===== config.mk =====
export PLATFORM = sky130hd
export DESIGN_NAME = stream_decrypt
export DESIGN_NICKNAME = d
export VERILOG_FILES = /design/src/rtl/paraschiv_pkg.sv /design/src/rtl/key_rotator.sv /design/src/rtl/stream_decrypt.sv
export SDC_FILE = /design/constraint.sdc
export NUM_CORES = 1
export LEC_CHECK = 0
export CAP_MARGIN = 30
export CORE_AREA = 5 5 82 84
export DETAILED_ROUTE_END_ITERATION = 7
export DIE_AREA = 0 0 87 89
export PLACE_DENSITY = 0.75
export RECOVER_POWER = 100
export SYNTH_ARGS = -nofsm -noshare
export SYNTH_HDL_FRONTEND = slang
export SYNTH_SLANG_ARGS = --single-unit

===== constraint.sdc =====
create_clock -name clk -period 2.3 [get_ports clk]
set_input_delay 0.46 -clock clk [delete_from_list [all_inputs] [get_ports clk]]
set_output_delay 0.46 -clock clk [all_outputs]
set_load 0.05 [all_outputs]

===== src/rtl/paraschiv_pkg.sv =====
// Shared definitions for the byte-wise additive cipher: FSM states,
// per-byte encrypt/decrypt helpers and the default key.
package paraschiv_pkg;

    typedef enum logic [1:0] {
        IDLE  = 2'd0,
        RUN   = 2'd1,
        DRAIN = 2'd2
    } dec_state_t;

    localparam logic [31:0] DEFAULT_KEY = 32'h04030201;

    function automatic logic [7:0] enc_byte(input logic [7:0] p, input logic [7:0] k);
        return p + k;
    endfunction

    function automatic logic [7:0] dec_byte(input logic [7:0] c, input logic [7:0] k);
        return c - k;
    endfunction

endpackage


===== src/rtl/key_rotator.sv =====
// Latched key register with a cyclic byte index; presents the key byte
// selected by the index for the current ciphertext beat.
module key_rotator #(
    parameter int KEY_LEN = 4
) (
    input  logic                 clk,
    input  logic                 rst_n,
    input  logic                 load_i,
    input  logic [8*KEY_LEN-1:0] key_i,
    input  logic                 advance_i,
    output logic [7:0]           key_byte_o
);

    localparam int KW = (KEY_LEN > 1) ? $clog2(KEY_LEN) : 1;

    logic [8*KEY_LEN-1:0] key_q, key_d;
    logic [KW-1:0]        idx_q, idx_d;

    // Next-state: load restarts at key byte 0, advance wraps at KEY_LEN-1
    always_comb begin
        key_d = key_q;
        idx_d = idx_q;
        if (load_i) begin
            key_d = key_i;
            idx_d = '0;
        end else if (advance_i) begin
            if (idx_q == KW'(KEY_LEN - 1)) begin
                idx_d = '0;
            end else begin
                idx_d = idx_q + KW'(1);
            end
        end else begin
            idx_d = idx_q;
        end
    end

    // Key and index registers
    always_ff @(posedge clk or negedge rst_n) begin
        if (!rst_n) begin
            key_q <= '0;
            idx_q <= '0;
        end else begin
            key_q <= key_d;
            idx_q <= idx_d;
        end
    end

    // Current key byte: byte j sits at bit offset 8*j
    always_comb begin
        key_byte_o = 8'(key_q >> {idx_q, 3'b000});
    end

endmodule


===== src/rtl/stream_decrypt.sv =====
// Byte-serial decryptor: one ciphertext byte in per handshake, plaintext
// byte out one cycle later through a single output register.
module stream_decrypt
    import paraschiv_pkg::*;
#(
    parameter int MSG_LEN = 9,
    parameter int KEY_LEN = 4
) (
    input  logic                 clk,
    input  logic                 rst_n,
    input  logic                 start,
    input  logic [8*KEY_LEN-1:0] key_in,
    input  logic                 in_valid,
    output logic                 in_ready,
    input  logic [7:0]           in_data,
    output logic                 out_valid,
    input  logic                 out_ready,
    output logic [7:0]           out_data,
    output logic                 out_last,
    output logic                 busy,
    output logic                 done
);

    localparam int BW = (MSG_LEN > 1) ? $clog2(MSG_LEN) : 1;

    dec_state_t  state_q, state_d;
    logic [BW-1:0] byte_idx_q, byte_idx_d;
    logic [7:0]  out_data_q, out_data_d;
    logic        out_valid_q, out_valid_d;
    logic        out_last_q, out_last_d;
    logic        done_q, done_d;
    logic        in_ready_s;
    logic        key_load_s;
    logic        key_adv_s;
    logic [7:0]  key_byte_s;

    key_rotator #(
        .KEY_LEN (KEY_LEN)
    ) u_key_rotator (
        .clk        (clk),
        .rst_n      (rst_n),
        .load_i     (key_load_s),
        .key_i      (key_in),
        .advance_i  (key_adv_s),
        .key_byte_o (key_byte_s)
    );

    // Next-state and handshake logic for IDLE -> RUN -> DRAIN -> IDLE
    always_comb begin
        state_d     = state_q;
        byte_idx_d  = byte_idx_q;
        out_data_d  = out_data_q;
        out_valid_d = out_valid_q;
        out_last_d  = out_last_q;
        done_d      = 1'b0;
        in_ready_s  = 1'b0;
        key_load_s  = 1'b0;
        key_adv_s   = 1'b0;
        case (state_q)
            IDLE: begin
                if (start) begin
                    key_load_s = 1'b1;
                    byte_idx_d = '0;
                    state_d    = RUN;
                end else begin
                    state_d = IDLE;
                end
            end
            RUN: begin
                in_ready_s = !out_valid_q || out_ready;
                if (out_valid_q && out_ready) begin
                    out_valid_d = 1'b0;
                    out_last_d  = 1'b0;
                end else begin
                    out_valid_d = out_valid_q;
                end
                // A new byte may be loaded in the same cycle the old one leaves
                if (in_valid && in_ready_s) begin
                    out_data_d  = dec_byte(in_data, key_byte_s);
                    out_valid_d = 1'b1;
                    out_last_d  = (byte_idx_q == BW'(MSG_LEN - 1));
                    key_adv_s   = 1'b1;
                    if (byte_idx_q == BW'(MSG_LEN - 1)) begin
                        byte_idx_d = '0;
                        state_d    = DRAIN;
                    end else begin
                        byte_idx_d = byte_idx_q + BW'(1);
                    end
                end else begin
                    state_d = RUN;
                end
            end
            DRAIN: begin
                if (out_valid_q && out_ready) begin
                    out_valid_d = 1'b0;
                    out_last_d  = 1'b0;
                    done_d      = 1'b1;
                    state_d     = IDLE;
                end else begin
                    state_d = DRAIN;
                end
            end
            default: begin
                state_d     = IDLE;
                out_valid_d = 1'b0;
                out_last_d  = 1'b0;
            end
        endcase
    end

    // State, counter and output registers
    always_ff @(posedge clk or negedge rst_n) begin
        if (!rst_n) begin
            state_q     <= IDLE;
            byte_idx_q  <= '0;
            out_data_q  <= 8'h00;
            out_valid_q <= 1'b0;
            out_last_q  <= 1'b0;
            done_q      <= 1'b0;
        end else begin
            state_q     <= state_d;
            byte_idx_q  <= byte_idx_d;
            out_data_q  <= out_data_d;
            out_valid_q <= out_valid_d;
            out_last_q  <= out_last_d;
            done_q      <= done_d;
        end
    end

    assign in_ready  = in_ready_s;
    assign out_valid = out_valid_q;
    assign out_data  = out_data_q;
    assign out_last  = out_last_q;
    assign busy      = (state_q != IDLE);
    assign done      = done_q;

endmodule


* Word-level counts from Yosys, hierarchy flattened
Index checks and enable logic that the tools add are counted.
Word-level totals: word-level logic and storage cells 54, output and inout bits 13, register bits 51, input port bits 45
Cells by class: $add $sub $neg 3, eq/ne operators 7, reductions and logical operators 10, shifts and indexed selects 1, mux-type cells 25
Operators by type and width (count):
- $shr 32x5->8 | 1
- $mux 1 | 12
- $mux 2 | 6
- $mux 4 | 3
- $pmux 4 s2 | 1
- $sub 8x8->8 | 1
- $pmux 1 s3 | 2
- $pmux 2 s3 | 1
- $reduce_bool 2->1 | 3
- $add 4x1->4 const B | 1
- $eq 2x2->1 const B | 2
- $eq 4x4->1 const B | 1
- $ne 2x2->1 const B | 2
- $ne 3x3->1 const B | 1
- $reduce_and 3->1 | 1
- $add 2x1->2 const B | 1
- $eq 2x1->1 const B | 1
- $logic_and 1x1->1 | 2
- $logic_not 2->1 | 1
- $reduce_and 2->1 | 1
- $logic_not 1->1 | 1
- $logic_or 1x1->1 | 1

* Depth between registers and ports, before layout
Gate-level depths: netlist of run 1.
depth after elaboration 7, depth in mapped cells 10, gate-level depth less buffers 9

* Cells and area by module
From an unflattened synthesis of run 1, not the netlist that was laid out.
Unflattened totals: cell total of the unflattened synthesis 234, area total of the unflattened synthesis 2805.2 um^2
By module, submodules not included:
- key_rotator | area an instance 1493.9 um^2, sequential area each 850.8 um^2, cells each 86, instances 1
- stream_decrypt | area an instance 1311.3 um^2, sequential area each 425.4 um^2, cells each 148, instances 1

* Least setup slack after synthesis of run 1
No wires, ideal clock.
path kind register -> register, from reg u_key_rotator.idx_q[0], to reg out_data_q[7] (netlist: out_data[7]), required time 2.168 ns, stages on the path, launching flop included 9, path slack 0.096 ns, period minus slack after synthesis 2.204 ns, setup time 0.132 ns, arrival time 2.072 ns, buffers on the path 1, cells stage by stage dfrtp_1 buf_6 mux4_1 inv_1 ha_1 a2111o_1 o21ai_0 xnor2_1 o21ai_1
On the way: longest elaborated chain between the ends 2
RTL lines:
- start, declared | line key_rotator.sv:17 | logic [KW-1:0] idx_q, idx_d;
- start signal, assigned | line key_rotator.sv:44 | idx_q <= idx_d;
- $shr 32x5->8 | line key_rotator.sv:50 | key_byte_o = 8'(key_q >> {idx_q, 3'b000});
- $sub 8x8->8 | line paraschiv_pkg.sv:18 | return c - k;
- end signal, assigned | line stream_decrypt.sv:123 | out_data_q <= out_data_d;
- end, declared | line stream_decrypt.sv:28 | logic [7:0] out_data_q, out_data_d;
Every way passes these cells. A chain may end at the register's enable or synchronous reset.

* Worst setup path in the final report of run 1
from reg u_key_rotator.idx_q[0], to reg out_data_q[5] (netlist: out_data[5])
The elaborated chain is that of the path after synthesis.

==> out/metrics.yaml, run 1 <==
synth_top_family_by_area: "multiplexers"
gp_congestion: 0.877
ys_seq_area_share_pct: 48.3
antenna_found_initial: 0
cts_buffer_depth: 2
cts_sinks: 51
grt_overflow: 0
ioPinCount: 58
grt_usage_pct: 14.3
place_ws_ns: -0.107
cp_num_buf_inv: 1
antenna_cells: 0
ys_async_sr_fraction_pct: 100
syn_inst: 215
critical_path_class: "reg2reg"
synth_largest_area_cell: "dfrtp_1"
synth_fp_nets: 275
dp_cells: 351
wl_um: 5600
outcome: "finished clean"
post-route-min-period_ns: 2.26
hpwl_um: 4060
critPathMaxStageDelay_ns: 0.55
viasPerCell: 5.27
min-delay-path-class: "in2async"
dieHeight_um: 89
tightest_slew_ns: 1.42
worst_path_max_delay_cell: "mux4_2"
cp.required_ns: 2.52
skew_ns: 0.00992
critPathLaunch: "u_key_rotator.idx_q[0]"
chipWidth_um: 87
rsz0062_at_grt: "true"
maxCapViolations: 0
ys_warn_count: 0
core-area_um2: 5850
cts_made_buffers: 5
synth_edf_count: 0
root_buffer: "clkbuf_8"
vias: 1920
yosys_most_used_dff: "dfrtp_1"
r2r-start: "u_key_rotator.idx_q[0]"
rows: 28
dr.pass1.iters: 4
fin_cells: 364
cts.htree.levels: 2
drc_errors: 0
insertion_delay_ns: 0.31
hold_violations: 0
synth.mux.area_fraction_pct: 22.6
post-route-period-util_pct: 98.3
dieArea_um2: 7740
power_density_nw_per_um2: 1480
fill_cells: 475
arrival_ns: 2.48
drtAntennaViolNets: 0
synth_top_cells_by_area: "dfrtp_1 48%, mux2_2 14%, mux4_1 7.0%"
max_slew_margin_pct: 5.33
synth_xor_area_share_pct: 1.66
fin_setup_tns_ns: 0
cts_tree: "done"
holdWs_ns: 0.466
worstSetupStartpointType: "register"
end_kind: "register"
post_drt_wl_per_cell_um: 15.4
synth_fa_ha_area_share_pct: 7.39
setup_violations: 0
worst_slack_ns: 0.0386
crit_top_cell: "o21a_1"
p_total_w: 0.00524
grt_pass1_wl_um: 8600
synth_compound_area_share_pct: 9.95
synth.avg_cell_area_um2: 12.3
grt_pass1_vias: 1877
fmax_mhz: 442
syn_to_final_growth_pct: 34.1
crit_chain: "mux4_2 -> inv_2 -> ha_1 -> nand2b_1 -> a21oi_2 -> o21a_1 -> o21a_1 -> o31ai_1"
fin_nets: 348
grt_start_max_net_pins: 34
power.leakage_nw: 1.52
peakVddDrop_mv: 0.637
drive_above_1_share_pct: 29.8
synth_area_um2: 2640
path_clk_slew_ns: 0.10
io_buffers: 57
initial_core_util_pct: 45.1
synth.top_cell.area_share_pct: 48.3
cp_max_fo: 7
slew_violations: 0
path_delay_family: "compound AO/OA/AOI/OAI gates"
yosys_register_bits: 51
synth_cell_types: 37
yosys.area_share.simple_pct: 6.21
drt_iter0_markers: 103
[placed cells by master (no fill, tap or decap), types with 2 or more instances in the layout]
cell	n
a21oi_1	4
a21oi_2	4
a22o_1	3
buf_4	15
clkbuf_2	2
clkbuf_8	5
clkdlybuf4s50_1	54
clkinvlp_4	2
dfrtp_1	50
ha_1	9
ha_4	4
inv_1	11
inv_2	4
mux2_2	33
mux2i_1	2
mux4_1	2
mux4_2	6
nand2_1	20
nand2b_1	3
nand3_1	5
nor2_1	3
nor3_1	3
o21a_1	2
o21ai_0	9
o21ai_1	2
o21ai_2	3
o22ai_1	2
o31ai_1	3
xnor2_1	3
xor2_1	2
[logic make-up after synthesis]
| family | count (synthesis) |
|---|---|
| compound gates | 41 |
| fa+ha+maj | 15 |
| flops | 51 |
| mux | 43 |
| xor+xnor | 5 |
| simple gates | 37 |
| buf+inv | 23 |
[state kept, by name, summed over array words and instances, names as in the netlist]
signal,flops
byte_idx_q,4
done,1
out_data,8
out_last,1
out_valid,1
state_q,2
u_key_rotator.idx_q,2
u_key_rotator.key_q,32
[stage by stage]
step	utilization, %	area [µm²]
after floorplan	-	2640
after global placement	57.7	3380
after detailed placement	57.7	3380
after CTS	59.5	3480
after global routing	60.5	3540
final	60.5	3540
[where the power goes]
group / switching, W / leakage [nW] / total, W / internal (W)
Clock: 0.000304 / 0.0402 / 0.000516 / 0.000212
Combinational: 0.00151 / 0.859 / 0.00312 / 0.00161
Sequential: 0.000287 / 0.617 / 0.00160 / 0.00132
Total: 0.00210 / 1.52 / 0.00524 / 0.00314
[routing by layer]
layer / vias up / track usage, % / part of all wire (%)
li1: 919 / - / -
met1: 937 / 19.3 / 44
met2: 53 / 23.1 / 49
met3: 11 / 2.76 / 5.1
met4: 0 / 4.96 / 1.9
met5: - / 0 / 0
[path summary, 6_finish.rpt]
path / slack, ns / cells past startpoint / to
setup / recovery: 0.04 / 8 / out_data[5]
hold / removal: 0.47 / 1 / u_key_rotator.key_q[15]
setup reg to reg: 0.04 / 8 / out_data[5]
hold reg to reg: 0.49 / 2 / out_data[0]
max in group asynchronous: 0.51 / 2 / u_key_rotator.idx_q[0]
min in group clk: 0.49 / 2 / out_data[0]
[what timing repair did]
item / in CTS / in global routing
pin swaps: 0 / 8
setup endpoints to repair: 3 / 3
setup buffers: 1 / 4
hold buffers: 0 / 0
gates resized for setup: 3 / 25
cloned: 0 / 0
[cell usage after synthesis (all sizes together) (2+ instances only)]
cell / instances
a21oi: 8
o21a: 2
ha: 14
mux2i: 2
nor3: 3
nand3: 5
buf: 7
xnor2: 3
a22o: 4
mux4: 8
xor2: 2
o31ai: 3
nor2: 3
o21ai: 14
mux2: 33
nand2b: 3
dfrtp: 51
nand2: 20
inv: 15
o22ai: 2
[area by class of cell]
cell class / count / area, µm² / share of cell area, %
Clock buffer: 5 / 68.8 / 1.94
Multi-Input combinational cell: 141 / 1330 / 37.5
Sequential cell: 51 / 1280 / 36.1
Inverter: 15 / 56.3 / 1.59
Clock inverter: 3 / 20.0 / 0.565
Tap cell: 75 / 93.8 / 2.65
Timing Repair Buffer: 74 / 698 / 19.7
[worst register-to-register path, cell delays in order, from the launching register on]
cell      delay, ns
dfrtp_2        0.49
mux4_2         0.55
inv_2          0.08
ha_1           0.22
nand2b_1       0.12
a21oi_2        0.09
o21a_1         0.22
o21a_1         0.18
o31ai_1        0.22
Note: power is estimated with default switching activity, not from simulation.
==> run 2: changes to the inputs <==
- CORE_AREA: 5 5 82 84 -> 2 2 79 81
- DIE_AREA: 0 0 87 89 -> 0 0 81 83
==> run 2 against run 1 <==
Net effect: fmax is 1.5% lower; sequential share of layout area is 0.11 points lower; largest power group unchanged; core utilization increased by 0.56 points.
==> out/metrics.yaml, run 2 (synthesized netlist as in run 1, its figures left out) <==
antenna_cells: 0
arrival_ns: 2.49
r2r-end: "out_data[7]"
p_sw_w: 0.00207
ff2ff_path_depth: 8
drc_errors: 0
path_delay_family: "compound AO/OA/AOI/OAI gates"
gp_congestion: 0.810
p_int_w: 0.00310
insertion_delay_ns: 0.30
ioPinCount: 58
r2r-start: "u_key_rotator.idx_q[0]"
final_common_cell: "clkdlybuf4s50_1"
cp_num_buf_inv: 2
cts_sinks: 51
root_buffer: "clkbuf_8"
critPathMaxStageDelay_ns: 0.49
p_total_w: 0.00517
post-route-util_pct: 61.1
grt_pass1_wl_um: 8890
dieArea_um2: 6720
initial_core_util_pct: 45.4
power_frac_comb_pct: 59.5
fill_cells: 503
critical_path_class: "reg2reg"
wl_um: 5430
largest_register_ffs: 32
post_drt_wl_per_cell_um: 14.9
cp_max_fo: 6
hpwl_um: 3960
grt_usage_pct: 16.9
min-delay-path-class: "in2async"
hold_violations: 0
most-common-layout-cells: "53 x clkdlybuf4s50_1, 50 x dfrtp_1, 33 x mux2_2, 20 x nand2_1, 14 x buf_4"
drt_iter0_markers: 129
power_frac_clock_pct: 9.7
syn_to_final_growth_pct: 34.5
setup_violations: 0
fin_setup_tns_ns: 0
skew_ns: 0.00705
grt_overflow: 0
vias: 1901
post-route-min-period_ns: 2.30
cts_tree: "done"
tightest_slew_ns: 1.11
end_kind: "register"
cts.htree.levels: 2
p_seq_share_pct: 30.8
cts_buffer_depth: 2
worst_path_max_delay_cell: "mux4_2"
fmax_mhz: 436
drive_above_1_share_pct: 29.0
viasPerCell: 5.21
dieHeight_um: 83
core-area_um2: 5820
power_density_nw_per_um2: 1460
path_clk_slew_ns: 0.09
grt_pass1_vias: 1925
final-seq-area_um2: 1280
fin_nets: 349
slew_violations: 0
cp.required_ns: 2.49
outcome: "finished clean"
cts_made_buffers: 5
peakVddDrop_mv: 0.679
placed_area_um2: 3380
worstSetupStartpointType: "register"
drtAntennaViolNets: 0
post-route-period-util_pct: 99.8
power.leakage_nw: 1.52
largest-register: "u_key_rotator.key_q"
grt_start_max_net_pins: 33
crit_chain: "buf_6 -> mux4_2 -> inv_2 -> ha_4 -> a2111o_1 -> o21ai_2 -> xnor2_1 -> o21ai_1"
max_slew_margin_pct: 26.3
io_buffers: 57
fin_area_um2: 3550
dr.pass1.iters: 4
rows: 28
postCtsHoldBufs: 0
switching_share_pct: 40.0
antenna_found_initial: 0
rsz0062_at_grt: "true"
chipWidth_um: 81
r2r_slack_ns: 0.005
maxCapViolations: 0
multi_input_area_um2: 1320
-- run 2: cell count changes in the layout (fill, tap and decap cells not counted), sizes merged --
cell,change
buf,+1
clkbuf,+1
clkinvlp,-1
clkdlybuf4s50,-1
dlygate4sd3,+1
-- run 2: how the worst max path moves through the flow --
stage / startpoint / to / slack, ns / cells past startpoint
after floorplan: u_key_rotator.idx_q[0] / out_data[7] / 0.1 / 8
after global placement: u_key_rotator.idx_q[0] / out_data[5] / -0.07 / 8
after detailed placement: u_key_rotator.idx_q[0] / out_data[6] / -0.15 / 9
after CTS: u_key_rotator.idx_q[0] / out_data[5] / 0.01 / 9
after global routing: u_key_rotator.idx_q[0] / out_data[7] / -0.08 / 8
final: u_key_rotator.idx_q[0] / out_data[7] / 0.005 / 8
-- run 2: cell type report --
cell class,count,share of cell area (%)
Timing Repair Buffer,75,20.3
Sequential cell,51,36.0
Inverter,15,1.59
Clock buffer,6,2.04
Tap cell,75,2.64
Clock inverter,2,0.352
Multi-Input combinational cell,141,37.1
-- run 2: layer usage --
metal	wire length [µm]	track usage, %
met1	2380	22.9
met2	2770	27.5
met3	206	2.72
met4	72	5.55
met5	0	0
-- run 2: repair_timing --
action	4_1_cts	5_1_grt
resized for setup	5	25
endpoints found under the hold margin	0	0
setup endpoints to repair	3	3
pin swaps	0	9
setup buffers	4	0
-- run 2: power groups by stage --
stage / logic (W) / registers, W / clock network, W
2_1_floorplan: 0.00172 / 0.00175 / 0
3_3_place_gp: 0.00268 / 0.00158 / 0
3_5_place_dp: 0.00275 / 0.00161 / 0
4_1_cts: 0.00283 / 0.00158 / 0.000518
5_1_grt: 0.00338 / 0.00165 / 0.000554
6_report: 0.00308 / 0.00159 / 0.000502
-- run 2: through the flow --
| stage | hold slack (ns) | cells | setup WS (ns) |
|---|---|---|---|
| floorplan | 0.164 | 215 | 0.0957 |
| global placement | 0.436 | 353 | -0.0715 |
| detailed placement | 0.441 | 353 | -0.155 |
| CTS | 0.114 | 365 | 0.00977 |
| global route | 0.446 | 365 | -0.0765 |
| finish | 0.343 | 365 | 0.00482 |
==> run 3: changes to the inputs <==
- clock period: 2.3 -> 2 ns (I/O delays scaled with it)
==> run 3 against run 2 <==
Net effect: via count shrank 0.53%; die area is the same; routed wire length shrank 4.9%; global-route usage is essentially flat; fmax grew 5.9%; non-clock buffer count grew 2; the flow now finishes with violations (setup timing); register-to-register slack lost 0.17 ns; core utilization grew 0.69 points; clock skew grew 0.0019 ns; critical path depth grew 1; cell area grew 1.1%.
==> out/metrics.yaml, run 3 (synthesized netlist as in run 1, its figures left out) <==
final-seq-area_um2: 1280
cts_buffer_depth: 2
antenna_cells: 0
cts.htree.levels: 2
power_density_nw_per_um2: 1680
drc_errors: 0
path_clk_slew_ns: 0.10
max_slew_margin_pct: 15.1
setup_violations: 5
initial_core_util_pct: 45.4
drtAntennaViolNets: 0
drt_iter0_markers: 62
post_drt_wl_per_cell_um: 14.1
power.leakage_nw: 1.55
rsz0062_at_grt: "true"
postCtsHoldBufs: 0
crit_chain: "buf_12 -> mux4_2 -> inv_2 -> ha_4 -> nand2b_1 -> a21oi_2 -> o21a_1 -> o21a_1 -> o31ai_1"
fmax_mhz: 462
cts_sinks: 51
hpwl_um: 3950
ioPinCount: 58
r2r_slack_ns: -0.17
grt_start_max_net_pins: 34
r2r-start: "u_key_rotator.idx_q[0]"
skew_ns: 0.00891
arrival_ns: 2.39
post-route-period-util_pct: 108
largest_register_ffs: 32
rows: 28
core-area_um2: 5820
chipWidth_um: 81
violations: "setup timing"
gp_congestion: 0.809
min-delay-path-class: "in2async"
wl_um: 5170
fin_area_um2: 3590
fin_nets: 351
placed_area_um2: 3490
r2r-end: "out_data[5]"
post-route-util_pct: 61.8
multi_input_area_um2: 1340
post-route-min-period_ns: 2.17
cts_made_buffers: 5
place_ws_ns: -0.243
critical_path_class: "reg2reg"
critPathMaxStageDelay_ns: 0.50
drive_above_1_share_pct: 30.5
dieHeight_um: 83
critPathLaunch: "u_key_rotator.idx_q[0]"
grt_usage_pct: 16.9
outcome: "complete, but fails checks"
fill_cells: 496
p_total_w: 0.00604
vias: 1891
dp_cells: 359
worst_slack_ns: -0.167
io_buffers: 57
worst_path_max_delay_cell: "mux4_2"
hold_violations: 0
cts_tree: "done"
crit_top_cell: "o21a_1"
insertion_delay_ns: 0.31
largest-register: "u_key_rotator.key_q"
peakVddDrop_mv: 0.894
dieArea_um2: 6720
grt_overflow: 0
syn_to_final_growth_pct: 36.0
fin_cells: 367
grt_pass1_vias: 1964
cp.required_ns: 2.22
slew_violations: 0
cp_max_fo: 8
dr.pass1.iters: 4
tightest_slew_ns: 1.27
root_buffer: "clkbuf_8"
antenna_found_initial: 0
ff2ff_path_depth: 9
final_common_cell: "clkdlybuf4s50_1"
grt_pass1_wl_um: 8960
maxCapViolations: 0
end_kind: "register"
viasPerCell: 5.15
worstSetupStartpointType: "register"
most-common-layout-cells: "52 x clkdlybuf4s50_1, 51 x dfrtp_1, 33 x mux2_2, 20 x nand2_1, 17 x buf_4"
## run 3: metrics by stage
stage | setup TNS, ns | hold slack [ns]
floorplan | -0.305 | 0.104
global placement | -0.631 | 0.414
detailed placement | -0.826 | 0.426
CTS | -0.702 | 0.0926
global route | -1.75 | 0.438
finish | -0.608 | 0.347
## run 3: cell type report
class                           instances  area share, %
Clock buffer                            5           1.92
Clock inverter                          3          0.801
Inverter                               15           1.57
Multi-Input combinational cell        141           37.3
Sequential cell                        51           35.5
Tap cell                               75           2.61
Timing Repair Buffer                   77           20.3
## run 3: worst max path at each step
| stage | cells after the start | slack [ns] | end |
|---|---|---|---|
| 6_report | 9 | -0.17 | out_data[5] |
| 2_1_floorplan | 10 | -0.10 | out_data[6] |
| 3_5_place_dp | 9 | -0.24 | out_data[5] |
| 3_3_place_gp | 10 | -0.20 | out_data[6] |
| 5_1_grt | 10 | -0.28 | out_data[6] |
| 4_1_cts | 10 | -0.19 | out_data[6] |
## run 3: critical path: cells and delay by family (launching register included)
family                   cells  cell delay [ns]
AND/OR/NAND/NOR              1             0.13
flip-flops                   1             0.39
multiplexers                 1             0.50
buffers and inverters        2             0.24
AO/OA/AOI/OAI                4             0.62
adder cells (fa/ha/maj)      1             0.20
## run 3: per-layer routing
layer | GRT usage, % | routed length (µm) | up-vias
li1 | - | - | 929
met1 | 24.1 | 2380 | 901
met2 | 26.7 | 2510 | 52
met3 | 2.93 | 212 | 9
met4 | 4.16 | 69 | 0
met5 | 0 | 0 | -
## run 3: report_power, final
group	switching, W	total (W)	internal [W]	leakage (nW)
clock network	0.000369	0.000629	0.000260	0.0502
registers	0.000290	0.00180	0.00151	0.619
logic	0.00173	0.00361	0.00188	0.882
total	0.00239	0.00604	0.00365	1.55
## run 3: what timing repair did
action,in CTS,in global routing
resized for setup,7,6
setup endpoints to repair,6,9
pin swaps,4,6
setup buffers,0,0
